## src/rtl/fir_axis_out_fifo.sv

```systemverilog
// Output buffer behind the FIR stream master port.
// Register FIFO with first-word-fall-through AXI-Stream master side,
// occupancy reporting and a saturating completed-frame counter.
module fir_axis_out_fifo #(
  parameter int unsigned pDATA_WIDTH = 32,
  parameter int unsigned pDEPTH      = 16,
  parameter int unsigned pPTR_W      = 4
) (
  input  logic                   axis_clk,
  input  logic                   axis_rst_n,
  input  logic                   clr,
  input  logic                   s_tvalid,
  output logic                   s_tready,
  input  logic [pDATA_WIDTH-1:0] s_tdata,
  input  logic                   s_tlast,
  output logic                   m_tvalid,
  input  logic                   m_tready,
  output logic [pDATA_WIDTH-1:0] m_tdata,
  output logic                   m_tlast,
  output logic [pPTR_W:0]        level,
  output logic                   full,
  output logic                   empty,
  output logic                   frame_done,
  output logic [15:0]            frame_cnt
);

  localparam int unsigned LVL_W = pPTR_W + 1;
  localparam int unsigned ENT_W = pDATA_WIDTH + 1;
  localparam logic [LVL_W-1:0] LVL_FULL = LVL_W'(pDEPTH);

  typedef enum logic [1:0] {
    OCC_EMPTY   = 2'd0,
    OCC_PARTIAL = 2'd1,
    OCC_FULL    = 2'd2
  } occ_e;

  // Storage: {tlast, tdata} per entry; contents are don't-care until written
  logic [ENT_W-1:0] mem [pDEPTH];

  logic              ready_en;
  logic [pPTR_W-1:0] wr_ptr_q, wr_ptr_d;
  logic [pPTR_W-1:0] rd_ptr_q, rd_ptr_d;
  logic [LVL_W-1:0]  level_q, level_d;
  occ_e              occ_q, occ_d;
  logic              m_tvalid_q, m_tvalid_d;
  logic [ENT_W-1:0]  head_q, head_d;
  logic              frame_done_q, frame_done_d;
  logic [15:0]       frame_cnt_q, frame_cnt_d;
  logic              push_c;
  logic              pop_c;

  // Upstream ready depends only on state plus the clr override
  assign s_tready   = ready_en & ~full & ~clr;
  assign full       = (occ_q == OCC_FULL);
  assign empty      = (occ_q == OCC_EMPTY);
  assign level      = level_q;
  assign m_tvalid   = m_tvalid_q;
  assign m_tdata    = head_q[pDATA_WIDTH-1:0];
  assign m_tlast    = head_q[ENT_W-1];
  assign frame_done = frame_done_q;
  assign frame_cnt  = frame_cnt_q;

  // Ready enable: holds s_tready low until the first edge after reset release
  always_ff @(posedge axis_clk or negedge axis_rst_n) begin
    if (!axis_rst_n) ready_en <= 1'b0;
    else             ready_en <= 1'b1;
  end

  // Data RAM write; clr already blocks push via s_tready
  always_ff @(posedge axis_clk) begin
    if (push_c) mem[wr_ptr_q] <= {s_tlast, s_tdata};
  end

  // Next-state: pointers, level, occupancy, prefetched head beat, frame tracking
  always_comb begin
    push_c       = s_tvalid & s_tready;
    pop_c        = m_tvalid_q & m_tready;
    wr_ptr_d     = wr_ptr_q;
    rd_ptr_d     = rd_ptr_q;
    level_d      = level_q;
    occ_d        = occ_q;
    m_tvalid_d   = 1'b0;
    head_d       = '0;
    frame_done_d = 1'b0;
    frame_cnt_d  = frame_cnt_q;

    if (clr) begin
      wr_ptr_d    = '0;
      rd_ptr_d    = '0;
      level_d     = '0;
      occ_d       = OCC_EMPTY;
      frame_cnt_d = '0;
    end else begin
      if (push_c) wr_ptr_d = wr_ptr_q + pPTR_W'(1);
      if (pop_c)  rd_ptr_d = rd_ptr_q + pPTR_W'(1);

      if (push_c && !pop_c)      level_d = level_q + LVL_W'(1);
      else if (pop_c && !push_c) level_d = level_q - LVL_W'(1);

      if (pop_c && head_q[ENT_W-1]) begin
        frame_done_d = 1'b1;
        if (frame_cnt_q != 16'hFFFF) frame_cnt_d = frame_cnt_q + 16'd1;
      end

      // Head of the next cycle: forward the beat being written if it lands there
      if (level_d != '0) begin
        m_tvalid_d = 1'b1;
        if (push_c && (rd_ptr_d == wr_ptr_q)) head_d = {s_tlast, s_tdata};
        else                                  head_d = mem[rd_ptr_d];
      end

      if (level_d == '0)           occ_d = OCC_EMPTY;
      else if (level_d == LVL_FULL) occ_d = OCC_FULL;
      else                          occ_d = OCC_PARTIAL;
    end
  end

  // State registers
  always_ff @(posedge axis_clk or negedge axis_rst_n) begin
    if (!axis_rst_n) begin
      wr_ptr_q     <= '0;
      rd_ptr_q     <= '0;
      level_q      <= '0;
      occ_q        <= OCC_EMPTY;
      m_tvalid_q   <= 1'b0;
      head_q       <= '0;
      frame_done_q <= 1'b0;
      frame_cnt_q  <= '0;
    end else begin
      wr_ptr_q     <= wr_ptr_d;
      rd_ptr_q     <= rd_ptr_d;
      level_q      <= level_d;
      occ_q        <= occ_d;
      m_tvalid_q   <= m_tvalid_d;
      head_q       <= head_d;
      frame_done_q <= frame_done_d;
      frame_cnt_q  <= frame_cnt_d;
    end
  end

endmodule

```

## config.mk

```make
export PLATFORM = sky130hd
export DESIGN_NAME = fir_axis_out_fifo
export DESIGN_NICKNAME = d
export VERILOG_FILES = /design/src/rtl/fir_axis_out_fifo.sv
export SDC_FILE = /design/constraint.sdc
export NUM_CORES = 1
export LEC_CHECK = 0
export BUFFER_PORTS_ARGS = -buffer_cell sky130_fd_sc_hd__buf_2
export CORE_AREA = 2 2 195 216
export CTS_CLUSTER_SIZE = 20
export DETAILED_ROUTE_END_ITERATION = 8
export DIE_AREA = 0 0 197 218
export MAX_ROUTING_LAYER = met4
export PLACE_DENSITY = 0.87
export SYNTH_ARGS = -nofsm -noshare
export SYNTH_HDL_FRONTEND = slang
export SYNTH_SLANG_ARGS = --single-unit
```

## constraint.sdc

```tcl
create_clock -name axis_clk -period 3.3 [get_ports axis_clk]
set_input_delay 0.66 -clock axis_clk [delete_from_list [all_inputs] [get_ports axis_clk]]
set_output_delay 0.66 -clock axis_clk [all_outputs]
set_load 0.01 [all_outputs]
```

==> summary.md <==
| Metric | Value |
|---|---|
| Antenna-violating nets left | 0 |
| DIE WIDTH | 197 um |
| Sequential cell area | approximately 18000 sq um |
| Final clock skew | 0.0240 ns |
| Layout fillers | 2507 |
| Vias in the first global route | around 15000 |
| Status | complete, no violations |
| Max Cap Violations | 0 |
| # port buffers | 96 |
| Largest family of logic cells by synthesized area | simple AND/OR/NAND/NOR gates |
| Count of different cell masters after synthesis | 54 |
| Root Buffer | clkbuf_16 |
| Post-CTS Hold Fix Bufs | 0 |
| Post-synthesis mux area share | between 1.5 and 2% |
| Post-DP HPWL | 29400 um |
| Sink Count | 595 |
| Final setup TNS | 0 ns |
| RSZ-0062 raised after global routing | no |
| Post-synthesis cell area | 24100 sq um |
| Iteration-0 DRC Markers | ~2000 |
| Yosys reg bits | between 500 and 600 |
| CTS tree | yes |
| CP startpoint kind | flip-flop |
| Fraction of the mapped netlist area in compound gates | 10.7% |
| Initial antenna violation count | 1 |
| Pwr Density | 691 nW/um^2 |
| Most used DFF post-synth | edfxtp_1 |
| Die H | about 220 um |
| Avg WL per Cell | 27.1 um |
| Slew HR | 30.4% |
| CTS H-tree lvls | 2 |
| Mean post-synth cell area | 15.2 sq um |
| Starting Density | 59.1% |
| Leak | 0.00955 uW |
| Area grow syn2layout | 13.1% |
| Simple-gate portion of the synthesized area | 11.1% |
| Post-synth EDFFs | about 530 |
| Largest net degree at the start of global routing | 109 |
| # rows | 78 |
| Min cycle time layout | 2.87 ns |
| CP cell instances | ha_1 -> xor2_1 -> buf_4 -> a32oi_4 -> buf_4 -> a211oi_1 -> nor4_1 -> mux2_2 -> a22o_1 |
| Nets@finish | 1696 |
| Synth Area in Adders | 0.415% |
| Slew Limit Fails | 0 |
| Final setup vio count | 0 |
| Dpl cell area | 25500 sq um |
| Critical-path top delay cell | a32oi_4 |
| Synthesis Warnings | 0 |
| Most frequent CP cell | buf_4 |
| Global-route wire length before repair | 90500 um |
| Postcts setup bufs | 0 |
| Crit path DAT | 3.40 ns |
| DRC | 0 |
| CTS Buffer Depth | 3 |
| Share of synthesized registers carrying an async set or reset | 11.3% |
| Final Cell Area | 27300 sq um |
| Via count | 15400 |
| Final GP Congestion | 0.820 |
| Total global routing overflow | 0 |
| Slew @ Worst Pin | 1.04 ns |
| Critical setup path kind | flip-flop to flip-flop |
| Drt total wl | 60000 um |
| Pre-CTS setup slack | 0.323 ns |
| Final worst-path cycle share | between 80% and 90% |
| Peak VDD IR | 485 uV |
| CTS Buf Count | 54 |
| Clk_lat worst skew | 0.61 ns |
| Final-report hold violation count | 0 |
| Core Region | ~41000 sq um |
| Syn Nets | 1629 |
| DRT Pass-1 Iters | 7 |
| CP required | between 3 and 4 ns |
| Sequential share of the synthesized area | approximately 73% |
| Area of the multi-input gates | 6060 sq um |
| Max incr delay on CP | 0.65 ns |
| Die area | between 40000 and 50000 sq um |
| Share of cells above drive strength 1 | 17.0% |
| Cells after synthesis | between 1500 and 2000 |
| Worst-path clk slew | approximately 0.060 ns |
| GR Util All Layers | 29.0% |
| Min-Delay Path Class | input pin to async pin |
| Crit. End Element | flip-flop |
| Routed vias/inst | 6.94 |
| # resized after CTS | 0 |
| XOR/XNOR Fraction of Synth Area | 0.965% |
| Worst-path fanout max | 11 |
| Max Fclk | 348 MHz |
| Setup ws final | ~0.43 ns |
| Ports | 97 |
==> worst paths after layout <==
check | start | endpoint | slack (ns) | cells past startpoint
hold reg to reg | frame_cnt[13]$_DFFE_PN0P_ | frame_cnt[13]$_DFFE_PN0P_ | 0.56 | 2
setup reg to reg | rd_ptr_q[1]$_DFF_PN0_ | head_q[30]$_DFF_PN0_ | 0.43 | 9
max in group asynchronous | axis_rst_n | head_q[11]$_DFF_PN0_ | 2.37 | 1
setup / recovery | rd_ptr_q[1]$_DFF_PN0_ | head_q[30]$_DFF_PN0_ | 0.43 | 9
min in group axis_clk | s_tdata[15] | mem[13][15]$_DFFE_PP_ | 0.42 | 1
hold / removal | axis_rst_n | frame_cnt[8]$_DFFE_PN0P_ | 0.25 | 1
==> power breakdown <==
part | leakage (uW) | internal [uW] | switching (uW)
Clock | 0.000850 | 3520 | 2690
Sequential | 0.00565 | 8460 | 172
Combinational | 0.00305 | 1550 | 2470
==> layer usage <==
metal	vias to the layer above	GRT usage, %	wire length, um
met1	7575	37.4	21800
met4	0	13.2	2370
met5	-	-	0
met3	200	4.96	6430
li1	6524	-	-
met2	1082	45.6	29400
==> layout by cell type, fill, tap and decap left out, types with 11 or more instances in the layout <==
master       n
a211oi_1   265
a22o_1      33
and2_2      16
and3_1     269
buf_12      31
buf_2       95
buf_4       19
clkbuf_1    22
clkbuf_16   55
dfrtp_1     67
edfxtp_1   528
mux2_2      33
nand2_1     13
nand3_1     12
nor2_1      31
nor4_1      67
xnor2_1     11
==> critical path: cells and delay by family (launching register included) <==
family	cells	cell delay, ns
flip-flops	1	0.47
adder cells (fa/ha/maj)	1	0.25
multiplexers	1	0.24
AO/OA/AOI/OAI	3	0.87
AND/OR/NAND/NOR	1	0.29
buffers and inverters	2	0.54
XOR/XNOR	1	0.15
==> synth_stat cells (all sizes together), types with 2 or more instances <==
master	count	share of area, %
a211oi	265	8.2
a21bo	2	0.083
a21oi	9	0.19
a22o	33	1.2
a311oi	2	0.073
a31oi	2	0.18
a32oi	2	0.073
and2	22	0.57
and3	269	7.0
and4	3	0.11
buf	37	0.86
clkbuf	97	1.5
dfrtp	67	7.0
edfxtp	528	66
ha	8	0.42
inv	10	0.16
mux2	33	1.5
nand2	15	0.24
nand2b	2	0.11
nand3	12	0.25
nand3b	2	0.062
nand4	7	0.18
nor2	31	0.48
nor2b	3	0.078
nor3	3	0.062
nor4	67	1.7
o21ai	8	0.17
o32a	2	0.083
or3	7	0.20
xnor2	13	0.50
xor2	8	0.37
==> sequential cells by signal (all words and copies together) (netlist names) <==
signal	cells
mem	528
head_q	33
frame_cnt	16
level	5
rd_ptr_q	4
wr_ptr_q	4
occ_q	2
frame_done	1
m_tvalid	1
ready_en	1
==> cell type report <==
| class | count | share of cell area (%) |
|---|---|---|
| clock buffer | 85 | 5.75 |
| inverter | 10 | 0.138 |
| sequential | 595 | 64.3 |
| antenna | 1 | 0.00917 |
| multi-input combinational | 844 | 22.2 |
| timing repair buffer | 145 | 4.54 |
| tap | 520 | 2.38 |
| clock inverter | 17 | 0.715 |
==> cell families (layout without fill, tap and decap cells) <==
family	after synthesis	in the layout
xor gates and xnor gates	22	22
muxes	34	34
AOI/OAI and AO/OA	334	334
buffers and inverters	144	257
other	1	2
and+or+nand+nor	445	445
adders and majority gates	8	8
DFF	595	595
==> per-stage QoR <==
| step | utilization (%) | power, uW | std cells | hold slack, ns |
|---|---|---|---|---|
| after floorplan | - | 11400 | 1583 | 0.364 |
| after global placement | 62.6 | 12500 | 2114 | 0.544 |
| after detailed placement | 62.6 | 12700 | 2114 | 0.549 |
| after CTS | 66.9 | 18800 | 2216 | 0.291 |
| after global routing | 66.9 | 19500 | 2217 | 0.331 |
| final | 66.9 | 18900 | 2217 | 0.252 |
(Power assumes the default switching activity.)
